**src/rtl/regfile_arbiter_if.sv**
```systemverilog
// rtl/regfile_arbiter_if.sv - requester-side bus of the register-file arbiter
interface regfile_arbiter_if #(
  parameter int N_REQ = 3,
  parameter int AW    = 7
);
  logic [N_REQ-1:0]    req;
  logic [N_REQ-1:0]    we;
  logic [N_REQ-1:0]    lock;
  logic [N_REQ*AW-1:0] addr;
  logic [N_REQ*8-1:0]  wdata;
  logic [N_REQ-1:0]    gnt;
  logic [N_REQ-1:0]    rvalid;
  logic [7:0]          rdata;

  // requesters drive the request fields and observe grants/read data
  modport master (output req, we, lock, addr, wdata, input gnt, rvalid, rdata);
  // the arbiter consumes requests and returns grants/read data
  modport slave  (input req, we, lock, addr, wdata, output gnt, rvalid, rdata);
endinterface

```
**src/rtl/regfile_arbiter.sv**
```systemverilog
// rtl/regfile_arbiter.sv - single-port register-file arbiter (optional write protect: REGARB_WPROTECT_EN)
module regfile_arbiter #(
  parameter int N_REQ     = 3,
  parameter int AW        = 7,
  parameter int LOCK_MAX  = 16,
  parameter int PROT_BASE = 64
) (
  input  logic              clk,
  input  logic              reset,
  regfile_arbiter_if.slave  bus,
  output logic              mem_en,
  output logic              mem_we,
  output logic [AW-1:0]     mem_addr,
  output logic [7:0]        mem_wdata,
  input  logic [7:0]        mem_rdata,
  output logic              lock_abort,
  output logic              wprot_err
);

  localparam int IW = (N_REQ > 1) ? $clog2(N_REQ) : 1;
  localparam int CW = (LOCK_MAX > 1) ? $clog2(LOCK_MAX) : 1;
`ifdef REGARB_WPROTECT_EN
  localparam bit WPROT = 1'b1;
`else
  localparam bit WPROT = 1'b0;
`endif

  typedef enum logic {ARB, LOCKED} state_t;

  state_t           state;
  logic [IW-1:0]    rr;
  logic [IW-1:0]    owner;
  logic [CW-1:0]    lock_cnt;
  logic [N_REQ-1:0] lock_ign;
  logic [N_REQ-1:0] gnt_q;
  logic [N_REQ-1:0] rvalid_q;

  logic [N_REQ-1:0] owner_mask;
  logic [N_REQ-1:0] lock_ign_n;
  logic [N_REQ-1:0] elig;
  logic [N_REQ-1:0] win_mask;
  logic [IW-1:0]    win;
  logic [AW-1:0]    win_addr;
  logic [7:0]       win_wdata;
  logic             win_we;
  logic             win_lock;
  logic             found;
  logic             cnt_max;
  logic             rel_lk;
  logic             abort_lk;
  logic             arb_mode;
  logic             prot_hit;
  int               idx;

  // Pick this edge's winner: requester 0 first, then round-robin over 1..N_REQ-1;
  // while locked only the owner may win unless the lock is being released now.
  always_comb begin
    owner_mask = N_REQ'(1) << owner;
    cnt_max    = (lock_cnt == CW'(LOCK_MAX - 1));
    rel_lk     = (state == LOCKED) && (!bus.lock[owner] || cnt_max);
    abort_lk   = (state == LOCKED) && bus.lock[owner] && cnt_max;
    lock_ign_n = (lock_ign & bus.lock) | (abort_lk ? owner_mask : '0);
    arb_mode   = (state == ARB) || rel_lk;
    elig       = bus.req & ~gnt_q & (arb_mode ? {N_REQ{1'b1}} : owner_mask);
    found      = 1'b0;
    win        = '0;
    idx        = 0;
    if (elig[0]) begin
      found = 1'b1;
    end else begin
      for (int k = 0; k < N_REQ - 1; k++) begin
        idx = 1 + ((int'(rr) - 1 + k) % (N_REQ - 1));
        if (!found && elig[idx]) begin
          found = 1'b1;
          win   = IW'(idx);
        end
      end
    end
    win_mask  = N_REQ'(1) << win;
    win_we    = bus.we[win];
    win_addr  = bus.addr[int'(win)*AW +: AW];
    win_wdata = bus.wdata[int'(win)*8 +: 8];
    win_lock  = bus.lock[win] & ~lock_ign_n[win];
    prot_hit  = WPROT && (win != '0) && win_we && (win_addr >= AW'(PROT_BASE));
  end

  // FSM plus registered grant, memory strobe and read-return pipeline.
  always_ff @(posedge clk) begin
    if (!reset) begin
      state      <= ARB;
      rr         <= IW'(1);
      owner      <= '0;
      lock_cnt   <= '0;
      lock_ign   <= '0;
      gnt_q      <= '0;
      rvalid_q   <= '0;
      mem_en     <= 1'b0;
      mem_we     <= 1'b0;
      mem_addr   <= '0;
      mem_wdata  <= '0;
      lock_abort <= 1'b0;
      wprot_err  <= 1'b0;
    end else begin
      rvalid_q   <= (mem_en && !mem_we) ? gnt_q : '0;
      lock_abort <= abort_lk;
      lock_ign   <= lock_ign_n;
      gnt_q      <= found ? win_mask : '0;
      mem_en     <= found && !prot_hit;
      mem_we     <= found && win_we && !prot_hit;
      wprot_err  <= found && prot_hit;
      if (found) begin
        mem_addr  <= win_addr;
        mem_wdata <= win_wdata;
      end
      if (arb_mode) begin
        state <= ARB;
        if (found && win != '0) begin
          rr <= (win == IW'(N_REQ - 1)) ? IW'(1) : win + IW'(1);
        end
        if (found && win_lock) begin
          state    <= LOCKED;
          owner    <= win;
          lock_cnt <= '0;
        end
      end else begin
        lock_cnt <= lock_cnt + CW'(1);
      end
    end
  end

  assign bus.gnt    = gnt_q;
  assign bus.rvalid = rvalid_q;
  assign bus.rdata  = (|rvalid_q) ? mem_rdata : 8'h00;

endmodule

```
**src/flat_wrapper.sv**
```systemverilog
// flat-port wrapper written by rule: the top's interface ports become plain ports
module regfile_arbiter_flat 
#(
  parameter int N_REQ     = 3,
  parameter int AW        = 7,
  parameter int LOCK_MAX  = 16,
  parameter int PROT_BASE = 64
)
  (clk, reset, mem_en, mem_we, mem_addr, mem_wdata, mem_rdata, lock_abort, wprot_err, bus_req, bus_we, bus_lock, bus_addr, bus_wdata, bus_gnt, bus_rvalid, bus_rdata);
  regfile_arbiter_if #(.N_REQ(N_REQ), .AW(AW)) bus_i ();
  input  logic clk;
  input  logic reset;
  output logic mem_en;
  output logic mem_we;
  output logic [AW-1:0] mem_addr;
  output logic [7:0] mem_wdata;
  input  logic [7:0] mem_rdata;
  output logic lock_abort;
  output logic wprot_err;
  input wire logic [$bits(bus_i.req)-1:0] bus_req;
  input wire logic [$bits(bus_i.we)-1:0] bus_we;
  input wire logic [$bits(bus_i.lock)-1:0] bus_lock;
  input wire logic [$bits(bus_i.addr)-1:0] bus_addr;
  input wire logic [$bits(bus_i.wdata)-1:0] bus_wdata;
  output wire logic [$bits(bus_i.gnt)-1:0] bus_gnt;
  output wire logic [$bits(bus_i.rvalid)-1:0] bus_rvalid;
  output wire logic [$bits(bus_i.rdata)-1:0] bus_rdata;
  assign bus_i.req = bus_req;
  assign bus_i.we = bus_we;
  assign bus_i.lock = bus_lock;
  assign bus_i.addr = bus_addr;
  assign bus_i.wdata = bus_wdata;
  assign bus_gnt = bus_i.gnt;
  assign bus_rvalid = bus_i.rvalid;
  assign bus_rdata = bus_i.rdata;
  regfile_arbiter #(.N_REQ(N_REQ), .AW(AW), .LOCK_MAX(LOCK_MAX), .PROT_BASE(PROT_BASE)) u_core (.clk(clk), .reset(reset), .bus(bus_i), .mem_en(mem_en), .mem_we(mem_we), .mem_addr(mem_addr), .mem_wdata(mem_wdata), .mem_rdata(mem_rdata), .lock_abort(lock_abort), .wprot_err(wprot_err));
endmodule
```
**config.mk**
```make
export PLATFORM = sky130hd
export DESIGN_NAME = regfile_arbiter_flat
export DESIGN_NICKNAME = d
export VERILOG_FILES = /design/src/rtl/regfile_arbiter_if.sv /design/src/rtl/regfile_arbiter.sv /design/src/flat_wrapper.sv
export SDC_FILE = /design/constraint.sdc
export NUM_CORES = 1
export LEC_CHECK = 0
export ABC_AREA = 1
export CAP_MARGIN = 30
export CORE_ASPECT_RATIO = 2
export CORE_UTILIZATION = 37
export CTS_CLUSTER_DIAMETER = 100
export CTS_CLUSTER_SIZE = 20
export DETAILED_ROUTE_END_ITERATION = 8
export GPL_TIMING_DRIVEN = 0
export PLACE_DENSITY = 0.77
export SLEW_MARGIN = 20
export SYNTH_ARGS = -nofsm -noshare
export SYNTH_HDL_FRONTEND = slang
export SYNTH_SLANG_ARGS = --single-unit
```
**constraint.sdc**
```tcl
create_clock -name clk -period 1.81 [get_ports clk]
set_input_delay 0.2715 -clock clk [delete_from_list [all_inputs] [get_ports clk]]
set_output_delay 0.2715 -clock clk [all_outputs]
set_load 0.02 [all_outputs]
```
After elaboration in Yosys (flattened, before gate mapping). Index checks and enable logic that the tools add are counted. W data, S select, Z words.

Add/subtract/negate cells: 6. $mul: 1. Divide/modulo/power cells: 0. $lt $le $gt $ge: 4. Eq/ne operators: 3. Shift operators: 4. Multiplexer cells: 28. Bitwise logic cells: 10. Reduce and logical (&&, ||, !) cells: 19.

Operators by type and width (count): $lt A32 B4 Y1 const B (2); $add A32 B2 Y32 const B (1); $shiftx A21 B32 Y7 (1); $shiftx A24 B6 Y8 (1); $mux W1 (13); $bmux W1 S2 (6); $and A3 B3 Y3 (3); $logic_and A1 B1 Y1 (8); $mux W2 (4); $mux W4 (2); $mux W8 (1); $reduce_and A2 Y1 (4); $add A2 B2 Y3 const A (2); $lt A2 B3 Y1 const B (2); $mux W3 (2); $shl A1 B2 Y3 const A (2); $mul A2 B3 Y5 const B (1); $add A4 B1 Y4 const B (1); $eq A4 B4 Y1 const B (1); $and A1 B1 Y1 (3); $logic_not A1 Y1 (3); $not A3 Y3 (1); $or A3 B3 Y3 (1); $reduce_or A3 Y1 (1); other kinds (7) (9).

Flip-flop bits (word level): 36. Bits in latches: 0. Memory bits (writable): 0. Bits in read-only memories: 0. Word-level logic and storage cells: 87. Memories kept: 0.

Longest topological paths before layout. Gate-level depths: netlist (run 1).

Depth after elaboration: 24. Depth in mapped cells: 18.

Worst setup path after synthesis (run 1). OpenSTA, ideal clock, no wires.

Path kind: reg2reg. From: reg u_core.lock_cnt[0]. To: reg u_core.rr[0]. Library setup time: 122 ps. Arrival time: 1763 ps. Required time: 1688 ps. Path slack: -76 ps. Cell stages (with the launch flop): 17. Buffers on the path: 1. Clock period less this slack: 1886 ps. Cell sequence: dfxtp_1 > ha_1 > nand2_1 > inv_1 > nand2_1 > nand4_2 > nand2_1 > nand2_1 > nand3_2 > nand2_1 > nand2_2 > nand2_4 > buf_6 > nand2_1 > nand2_1 > a21oi_1 > nand2_1.

Longest elaborated chain between the ends: 18. Elaborated cells on any way between the ends: 27.

RTL lines: start, declared (RTL line regfile_arbiter.sv:33) `logic [CW-1:0] lock_cnt;`; start signal, assigned (RTL line regfile_arbiter.sv:126) `lock_cnt <= lock_cnt + CW'(1);`; $eq A4 B4 Y1 (*) (RTL line regfile_arbiter.sv:59) `cnt_max = (lock_cnt == CW'(LOCK_MAX - 1));`; $logic_or A1 B1 Y1 (*) (RTL line regfile_arbiter.sv:60) `rel_lk = (state == LOCKED) && (!bus.lock[owner] || cnt_max);`; $logic_and A1 B1 Y1 (*) (RTL line regfile_arbiter.sv:60); $logic_or A1 B1 Y1 (*) (RTL line regfile_arbiter.sv:63) `arb_mode = (state == ARB) || rel_lk;`; branches (longest 14 deep; another with $add A2 B1 Y2); end signal, assigned (RTL line regfile_arbiter.sv:118) `rr <= (win == IW'(N_REQ - 1)) ? IW'(1) : win + IW'(1);`; end, declared (RTL line regfile_arbiter.sv:31) `logic [IW-1:0] rr;`.

Mark *: on every way between the ends. The select of a mux whose other input is x is not followed. A chain may end at the register's enable or synchronous reset.

Worst setup path in the final report (run 1).
From: reg u_core.lock_cnt[0]. To: reg u_core.lock_cnt[2].

Longest elaborated chain between the ends: 21. Elaborated cells on any way between the ends: 34.

RTL lines: $eq A4 B4 Y1 (RTL line regfile_arbiter.sv:59); $logic_or A1 B1 Y1 (RTL line regfile_arbiter.sv:60); $logic_and A1 B1 Y1 (RTL line regfile_arbiter.sv:60); $logic_or A1 B1 Y1 (RTL line regfile_arbiter.sv:63); $mux W3 (RTL line regfile_arbiter.sv:64) `elig = bus.req & ~gnt_q & (arb_mode ? {N_REQ{1'b1}} : owner_mask);`; $and A3 B3 Y3 (RTL line regfile_arbiter.sv:64); $bmux W1 S2 (RTL line regfile_arbiter.sv:73) `if (!found && elig[idx]) begin`; $mux W1 (implied by the code) (2 in a row) (RTL line regfile_arbiter.sv:73); [... 4 more ...]; $mux W2 (RTL line regfile_arbiter.sv:73); $mux W2 (RTL line regfile_arbiter.sv:68) `if (elig[0]) begin`; $bmux W1 S2 (RTL line regfile_arbiter.sv:83) `win_lock = bus.lock[win] & ~lock_ign_n[win];`; $mux W1 (implied by the code) (RTL line regfile_arbiter.sv:83); $not A1 Y1 (RTL line regfile_arbiter.sv:83); $and A1 B1 Y1 (RTL line regfile_arbiter.sv:83); $logic_and A1 B1 Y1 (RTL line regfile_arbiter.sv:120) `if (found && win_lock) begin`; $ne A2 B2 Y1 (no line).

Several ways; a longest one is shown, not always the timed one. The select of a mux whose other input is x is not followed.

==> flow_summary.yaml, run 1 <==
outcome:
  outcome: "finished, violations left"
  failing_checks: "negative setup slack"
yosys:
  ys.flop_type: "dfxtp_1"
  combinational_family_with_the_most_area_after_synthesis: "simple AND/OR/NAND/NOR gates"
  synthDominantAreaCellType: "dfxtp_1"
  fraction_of_the_mapped_netlist_area_in_compound_gates_pct: 14.9
  post_synth_mux_area_share_pct: 0
  yosys-top-cells-count: "nand2_1, inv_1, dfxtp_1"
  arithmetic_cell_share_of_the_synthesized_area_counting_full_adders_half_adders_and_majority_gates_pct: 0.635
  ys.warnings.count: 0
  async_flop_share_pct: 0
  synthMostInstantiatedCell: "nand2_1"
  synth_nets: 346
  xor_xnor_cell_area_share_of_the_yosys_netlist_pct: 0
  post_synth_inst_count: 281
  synthDistinctLibCells: 29
  synth.ff_latch_count: 36
  netlist.area_leader.share_pct: 36.6
  seq_total_area_yosys_pct: 36.6
  synthSimpleGateAreaFrac_pct: 35.9
  syn-cell-area_mm2: 0.00197
  yosys-top-cells-area: "dfxtp_1, nand2_1, nand3_1, inv_1, a41oi_1"
  synthesis.area_per_instance_um2: 7.01
  edff_count_synth: 0
setup_path:
  required_ns: 2.03
  delay_of_the_slowest_cell_on_the_worst_path_ns: 0.34
  setup_crit_path_kind: "flip-flop to flip-flop"
  worstPathBufferInverterCount: 2
  worstReg2RegEnd: "u_core.lock_cnt[2]"
  setup.worst_path.end_class: "flip-flop"
  rr_worst_depth: 17
  critical_path.reg2reg.startpoint: "u_core.lock_cnt[0]"
  critical_path.max_fanout: 5
  critical_path.slowest_cell: "dfxtp_2"
  critPathMostFrequentCell: "nand2_4"
  critPathTopFamily: "simple AND/OR/NAND/NOR gates"
  timing.critical_path.cells: "ha_4 > nand2_2 > inv_2 > nand2_4 > nand4_1 > nand2_2 > nand2_4 > nand3_2 > nand2_2 > nand2_4 > nand2_4 > buf_8 > nand2_4 > nand2_4 > nand3_4 > nand3_1 > a21oi_1"
  worstSetupStartpointType: "flip-flop"
  critPathArrivalTime_ns: 2.28
  rrSetupSlack_ns: -0.25
timing:
  max_freq_ghz: 0.485
  hold_slack_ns: 0.444
  finalSetupTns_ns: -4.24
  hold_violations: 0
  finalWorstPathRequiredPeriod_ns: 2.06
  rsz_0062_raised_after_global_routing: "true"
  finalCritPeriodShare_pct: 114
  final_setup_margin_ns: -0.251
  maxSlewViolCount: 0
  layout_skew_ns: 0.00832
  finalSetupViolCount: 25
routing:
  via_per_inst: 5.27
  vias: 2403
  wl_met2_um: 3950
  maxUsedRoutingLayer: "met4"
  drt.antenna.violating_nets: 0
  wire_per_inst_um: 15.1
  totalWireLength_um: 6870
  remaining_drc_errors: 0
  initialDrtViolationCount: 56
  met3RoutedLength_um: 341
  met1Wirelength_um: 2250
  detail_route.first_pass.iterations: 4
clock_network:
  cts_tree: "done"
  cts_root_buffer: "clkbuf_8"
  cts_hold_buf: 0
  cts_inserted_buffers: 5
  clk_path_buf_depth: 2
  clock_latency_ns: 0.30
  cts_num_sinks: 36
  cts_htree_levels: 2
  clkTransAtPathRegs_ns: 0.08
final_layout:
  fin_area_mm2: 0.00350
  multiInputGateArea_mm2: 0.00126
  drive_gt1_share_pct: 26.1
  area_growth_syn_to_layout_pct: 77.8
  ff_latch_area_um2: 726
  layout.cells.non_filler: 456
  antenna_diode_count: 0
  num-nets-final: 462
  nFillCells: 410
  postLayoutCoreUtil_pct: 68.2
placed_design:
  gp_routability_congestion: 0.830
  numPortBuffers: 95
  dpl.hpwl_um: 4750
  place_worst_setup_slack_ns: -0.694
  numPlacedInstances: 434
  place_area_mm2: 0.00300
die:
  starting_density_pct: 38.3
  die_w_um: 53.6
  die_height_um: 105
  std_cell_rows: 37
  die_area_mm2: 0.00564
  ios: 97
  core_area_mm2: 0.00514
worst_hold_path:
  hold_end: "u_core.bus.rvalid[0]"
  timing.hold.worst.class: "flip-flop to flip-flop"
  worst_hold_path.num_cells: 2
  min_from: "u_core.bus.gnt[0]"
global_route:
  maximum_number_of_pins_on_one_net_before_global_route_repair: 13
  global_route_wire_length_before_repair_um: 10500
  grt_pass1_vias: 2436
  grt_util_all_layers_pct: 25.4
  grt_antenna_before_repair: 0
  globalRoute.totalOverflow: 0
power:
  worst_ir_drop_vdd_v: 0.00121
  powerDensity_mw_per_mm2: 1490
  cellLeakagePower_nw: 1.53
  totalPowerFinal_mw: 5.21
run:
  drv.max_cap_violation_count: 0
[worst reg2reg max path: cells and delay by family (launching register included)]
kind,cells,cell delay (ns)
AO/OA/AOI/OAI,1,0.15
AND/OR/NAND/NOR,13,1.12
buffers and inverters,2,0.20
adder cells (fa/ha/maj),1,0.16
flip-flops,1,0.34
[final cells by class]
| type | instances | area share, % |
|---|---|---|
| Clock buffer | 5 | 1.96 |
| Clock inverter | 3 | 1.21 |
| Multi-Input combinational cell | 191 | 35.9 |
| Inverter | 42 | 4.86 |
| Tap cell | 58 | 2.07 |
| Buffer | 12 | 3.03 |
| Sequential cell | 36 | 20.7 |
| Timing Repair Buffer | 109 | 30.3 |
[state kept, by name, summed over array words and instances, names as in the netlist]
name and count:
u_core.bus.gnt 3, u_core.lock_cnt 4, u_core.mem_addr 7, u_core.lock_abort 1, u_core.mem_wdata 8, u_core.mem_en 1, u_core.rr 2, u_core.lock_ign 3
u_core.bus.rvalid 3, u_core.state 1, u_core.mem_we 1, u_core.owner 2
[layout by cell type (no fill, tap or decap), types with 3 or more instances in the layout]
cell type	Yosys	layout
inv_1	37	32
buf_4	3	15
o21ai_1	1	3
dfxtp_2	0	4
a41oi_1	15	9
buf_8	0	3
dfxtp_1	36	32
inv_4	0	3
nand4_1	4	4
a21oi_1	6	4
buf_6	2	4
nand2_1	62	50
nand2_2	6	12
dlygate4sd2_1	0	9
nand3_1	28	19
o21ai_0	17	15
clkdlybuf4s50_1	0	84
nor2_4	2	4
nand3_4	1	3
o22ai_2	0	3
clkbuf_8	0	5
nor2_1	31	27
a41oi_2	0	6
inv_2	3	5
nand2_4	4	10
nand3_2	4	11
[report_power, final]
| part | internal, mW | leakage (nW) | switching, mW |
|---|---|---|---|
| logic | 1.38 | 1.18 | 1.85 |
| clock network | 0.408 | 0.0541 | 0.310 |
| registers | 1.07 | 0.298 | 0.185 |
| total | 2.86 | 1.53 | 2.35 |
[layer usage]
layer,up-vias,track usage [%]
met3,25,4.62
met4,0,16.7
li1,1154,-
met2,98,46.5
met1,1126,23.2
met5,-,0
[cell families after synthesis]
| kind of cell | after synthesis |
|---|---|
| and+or+nand+nor | 145 |
| AOI/OAI and AO/OA | 44 |
| DFF | 36 |
| other | 1 |
| adders and majority gates | 1 |
| buffers and inverters | 54 |
[repair_timing]
item	CTS	global route
pin swaps	14	21
gates resized for setup	40	51
endpoints found under the setup margin	34	31
endpoints found under the hold margin	0	0
gates cloned	1	0
buffers inserted	9	4
[worst max-delay path by stage]
| stage | from | endpoint | slack, ns | cells after the start |
|---|---|---|---|---|
| after global routing | u_core.owner[1] | u_core.owner[1] | -0.38 | 16 |
| final | u_core.lock_cnt[0] | u_core.lock_cnt[2] | -0.25 | 17 |
| after detailed placement | bus_lock[2] | u_core.mem_wdata[4] | -0.69 | 11 |
| after CTS | u_core.lock_cnt[1] | u_core.lock_cnt[2] | -0.22 | 16 |
| after floorplan | u_core.lock_cnt[0] | u_core.rr[0] | 0.008 | 17 |
| after global placement | bus_lock[2] | u_core.rr[0] | -0.62 | 14 |
Power figures use the tool's default switching activity.
==> run 2: changes to the inputs <==
==> constraint.sdc (replaced) <==
create_clock -name clk -period 1.81 [get_ports clk]
set_input_delay 0.2715 -clock clk [delete_from_list [all_inputs] [get_ports clk]]
set_output_delay 0.2715 -clock clk [all_outputs]
set_load 0.005 [all_outputs]
==> run 2 against run 1 <==
The run still ends with negative setup slack left. Via count rose by 0.50%. Clock power fell by 0.8%. Sequential share of layout area barely moved. Cell count fell by 0.22%. Hold slack got worse by 0.0011 ns. Critical path type unchanged.
==> flow_summary.yaml, run 2 (synthesis gave the netlist of run 1 again) <==
placed_design:
  place_area_mm2: 0.00300
  gp_routability_congestion: 0.830
  place_worst_setup_slack_ns: -0.694
  dpl.hpwl_um: 4750
  numPortBuffers: 95
  numPlacedInstances: 434
setup_path:
  worstPathBufferInverterCount: 4
  delay_of_the_slowest_cell_on_the_worst_path_ns: 0.34
  critical_path.slowest_cell: "dfxtp_2"
  critical_path.max_fanout: 4
  rr_worst_depth: 18
  required_ns: 2.00
  critical_path_cell_count: 18
  setup_crit_path_kind: "flip-flop to flip-flop"
  critPathTopFamily: "simple AND/OR/NAND/NOR gates"
  setup.worst_path.end_class: "flip-flop"
  critPathMostFrequentCell: "nand2_2"
  timing.critical_path.cells: "ha_4 > nand2_2 > inv_2 > nand2_4 > nand4_1 > nand2_2 > inv_4 > nor2_4 > nand2_4 > nand2_2 > nand2_2 > nand2_4 > inv_4 > nor2_4 > buf_6 > nand4_1 > nand2_1 > nor2_1"
  critPathArrivalTime_ns: 2.24
  worstSetupStartpointType: "flip-flop"
routing:
  detail_route.first_pass.iterations: 4
  remaining_drc_errors: 0
  drt.antenna.violating_nets: 0
  via_per_inst: 5.31
  wire_per_inst_um: 14.9
  vias: 2415
  initialDrtViolationCount: 74
  totalWireLength_um: 6760
timing:
  hold_slack_ns: 0.443
  rsz_0062_raised_after_global_routing: "true"
  finalWorstPathRequiredPeriod_ns: 2.05
  layout_skew_ns: 0.00721
  final_setup_margin_ns: -0.242
  maxSlewViolCount: 0
  finalSetupTns_ns: -3.95
  hold_violations: 0
  max_freq_ghz: 0.487
  finalSetupViolCount: 25
  finalCritPeriodShare_pct: 113
final_layout:
  antenna_diode_count: 0
  layout.cells.most_common: "clkdlybuf4s50_1"
  top_regs: "u_core.mem_wdata (8), u_core.mem_addr (7), u_core.lock_cnt (4)"
  num-nets-final: 461
  postLayoutCoreUtil_pct: 68.2
  area_growth_syn_to_layout_pct: 78.0
  largest_register_ff_count: 8
  highest_count_cells_in_the_layout_ignoring_fill_and_taps: "clkdlybuf4s50_1, nand2_1, inv_1, dfxtp_1, nor2_1"
  multiInputGateArea_mm2: 0.00126
  regMostFlops: "u_core.mem_wdata"
  fin_area_mm2: 0.00351
  nFillCells: 403
  ff_latch_area_um2: 726
  drive_gt1_share_pct: 25.9
  layout.cells.non_filler: 455
die:
  core_area_mm2: 0.00514
  die_height_um: 105
  starting_density_pct: 38.3
  die_area_mm2: 0.00564
  ios: 97
  die_w_um: 53.6
  std_cell_rows: 37
clock_network:
  cts_inserted_buffers: 5
  cts_htree_levels: 2
  cts_root_buffer: "clkbuf_8"
  clk_path_buf_depth: 2
  clock_latency_ns: 0.30
  cts_tree: "done"
  cts_hold_buf: 0
  clkTransAtPathRegs_ns: 0.08
  cts_num_sinks: 36
global_route:
  maximum_number_of_pins_on_one_net_before_global_route_repair: 13
  globalRoute.totalOverflow: 0
  grt_antenna_before_repair: 0
  grt_util_all_layers_pct: 25.3
  global_route_wire_length_before_repair_um: 10500
  grt_pass1_vias: 2428
power:
  share_seq_of_total_power_pct: 25.4
  totalPowerFinal_mw: 4.94
  swShare_pct: 42.1
  worst_ir_drop_vdd_v: 0.00118
  powerDensity_mw_per_mm2: 1410
  switching_power_mw: 2.08
  power_report.internal_total_mw: 2.86
  power.combinational.fraction_pct: 60.1
  clockPowerShare_pct: 14.4
  cellLeakagePower_nw: 1.52
worst_hold_path:
  timing.hold.worst.class: "flip-flop to flip-flop"
  worst_hold_path.num_cells: 2
outcome:
  failing_checks: "negative setup slack"
  outcome: "finished, violations left"
run:
  drv.max_cap_violation_count: 0
run 2: cell count changes in the layout (fill, tap and decap cells not counted):
cell | previous run | this run
dlygate4sd2_1 | 9 | 3
clkdlybuf4s50_1 | 84 | 89
buf_4 | 15 | 14
dlymetal6s2s_1 | 2 | 3
run 2: timing repair:
action / in CTS / in global routing
setup buffers: 7 / 5
gates cloned: 1 / 0
setup endpoints to repair: 34 / 37
gates resized for setup: 34 / 52
pin swaps: 13 / 21
run 2: worst paths after layout:
kind / from / endpoint / slack (ns)
setup / recovery: u_core.lock_cnt[0] / u_core.owner[1] / -0.24
hold / removal: u_core.bus.gnt[0] / u_core.bus.rvalid[0] / 0.44
setup reg to reg: u_core.lock_cnt[0] / u_core.owner[1] / -0.24
hold reg to reg: u_core.bus.gnt[0] / u_core.bus.rvalid[0] / 0.44
run 2: layer usage:
| metal | part of all wire, % | track usage (%) | vias to the layer above |
|---|---|---|---|
| met3 | 5.0 | 4.62 | 29 |
| met5 | 0 | 0 | - |
| li1 | - | - | 1152 |
| met4 | 5.0 | 17.1 | 0 |
| met2 | 57 | 46.1 | 112 |
| met1 | 33 | 23.2 | 1122 |
run 2: final cells by class:
type	count	area share, %
clock buffers	5	1.96
flip-flops and latches	36	20.7
plain buffers	12	3.03
inverters	42	4.85
well taps	58	2.07
repair buffers	108	30.3
clock inverters	3	1.21
multi-input cells	191	35.9
run 2: worst reg2reg max path, cell delays in order (launching register included):
cell     delay [ns]
dfxtp_2        0.34
ha_4           0.16
nand2_2        0.06
inv_2          0.05
nand2_4        0.07
nand4_1        0.13
nand2_2        0.16
inv_4          0.06
nor2_4         0.14
nand2_4        0.08
nand2_2        0.06
nand2_2        0.07
nand2_4        0.08
inv_4          0.03
nor2_4         0.14
buf_6          0.11
nand4_1        0.07
nand2_1        0.08
nor2_1         0.05
run 2: power by group through the flow:
stage | logic, mW | registers [mW] | clock network (mW)
after detailed placement | 2.30 | 1.24 | 0
after CTS | 2.57 | 1.23 | 0.716
after global placement | 2.24 | 1.24 | 0
after global routing | 3.18 | 1.29 | 0.756
final | 2.97 | 1.26 | 0.712
after floorplan | 1.36 | 1.24 | 0
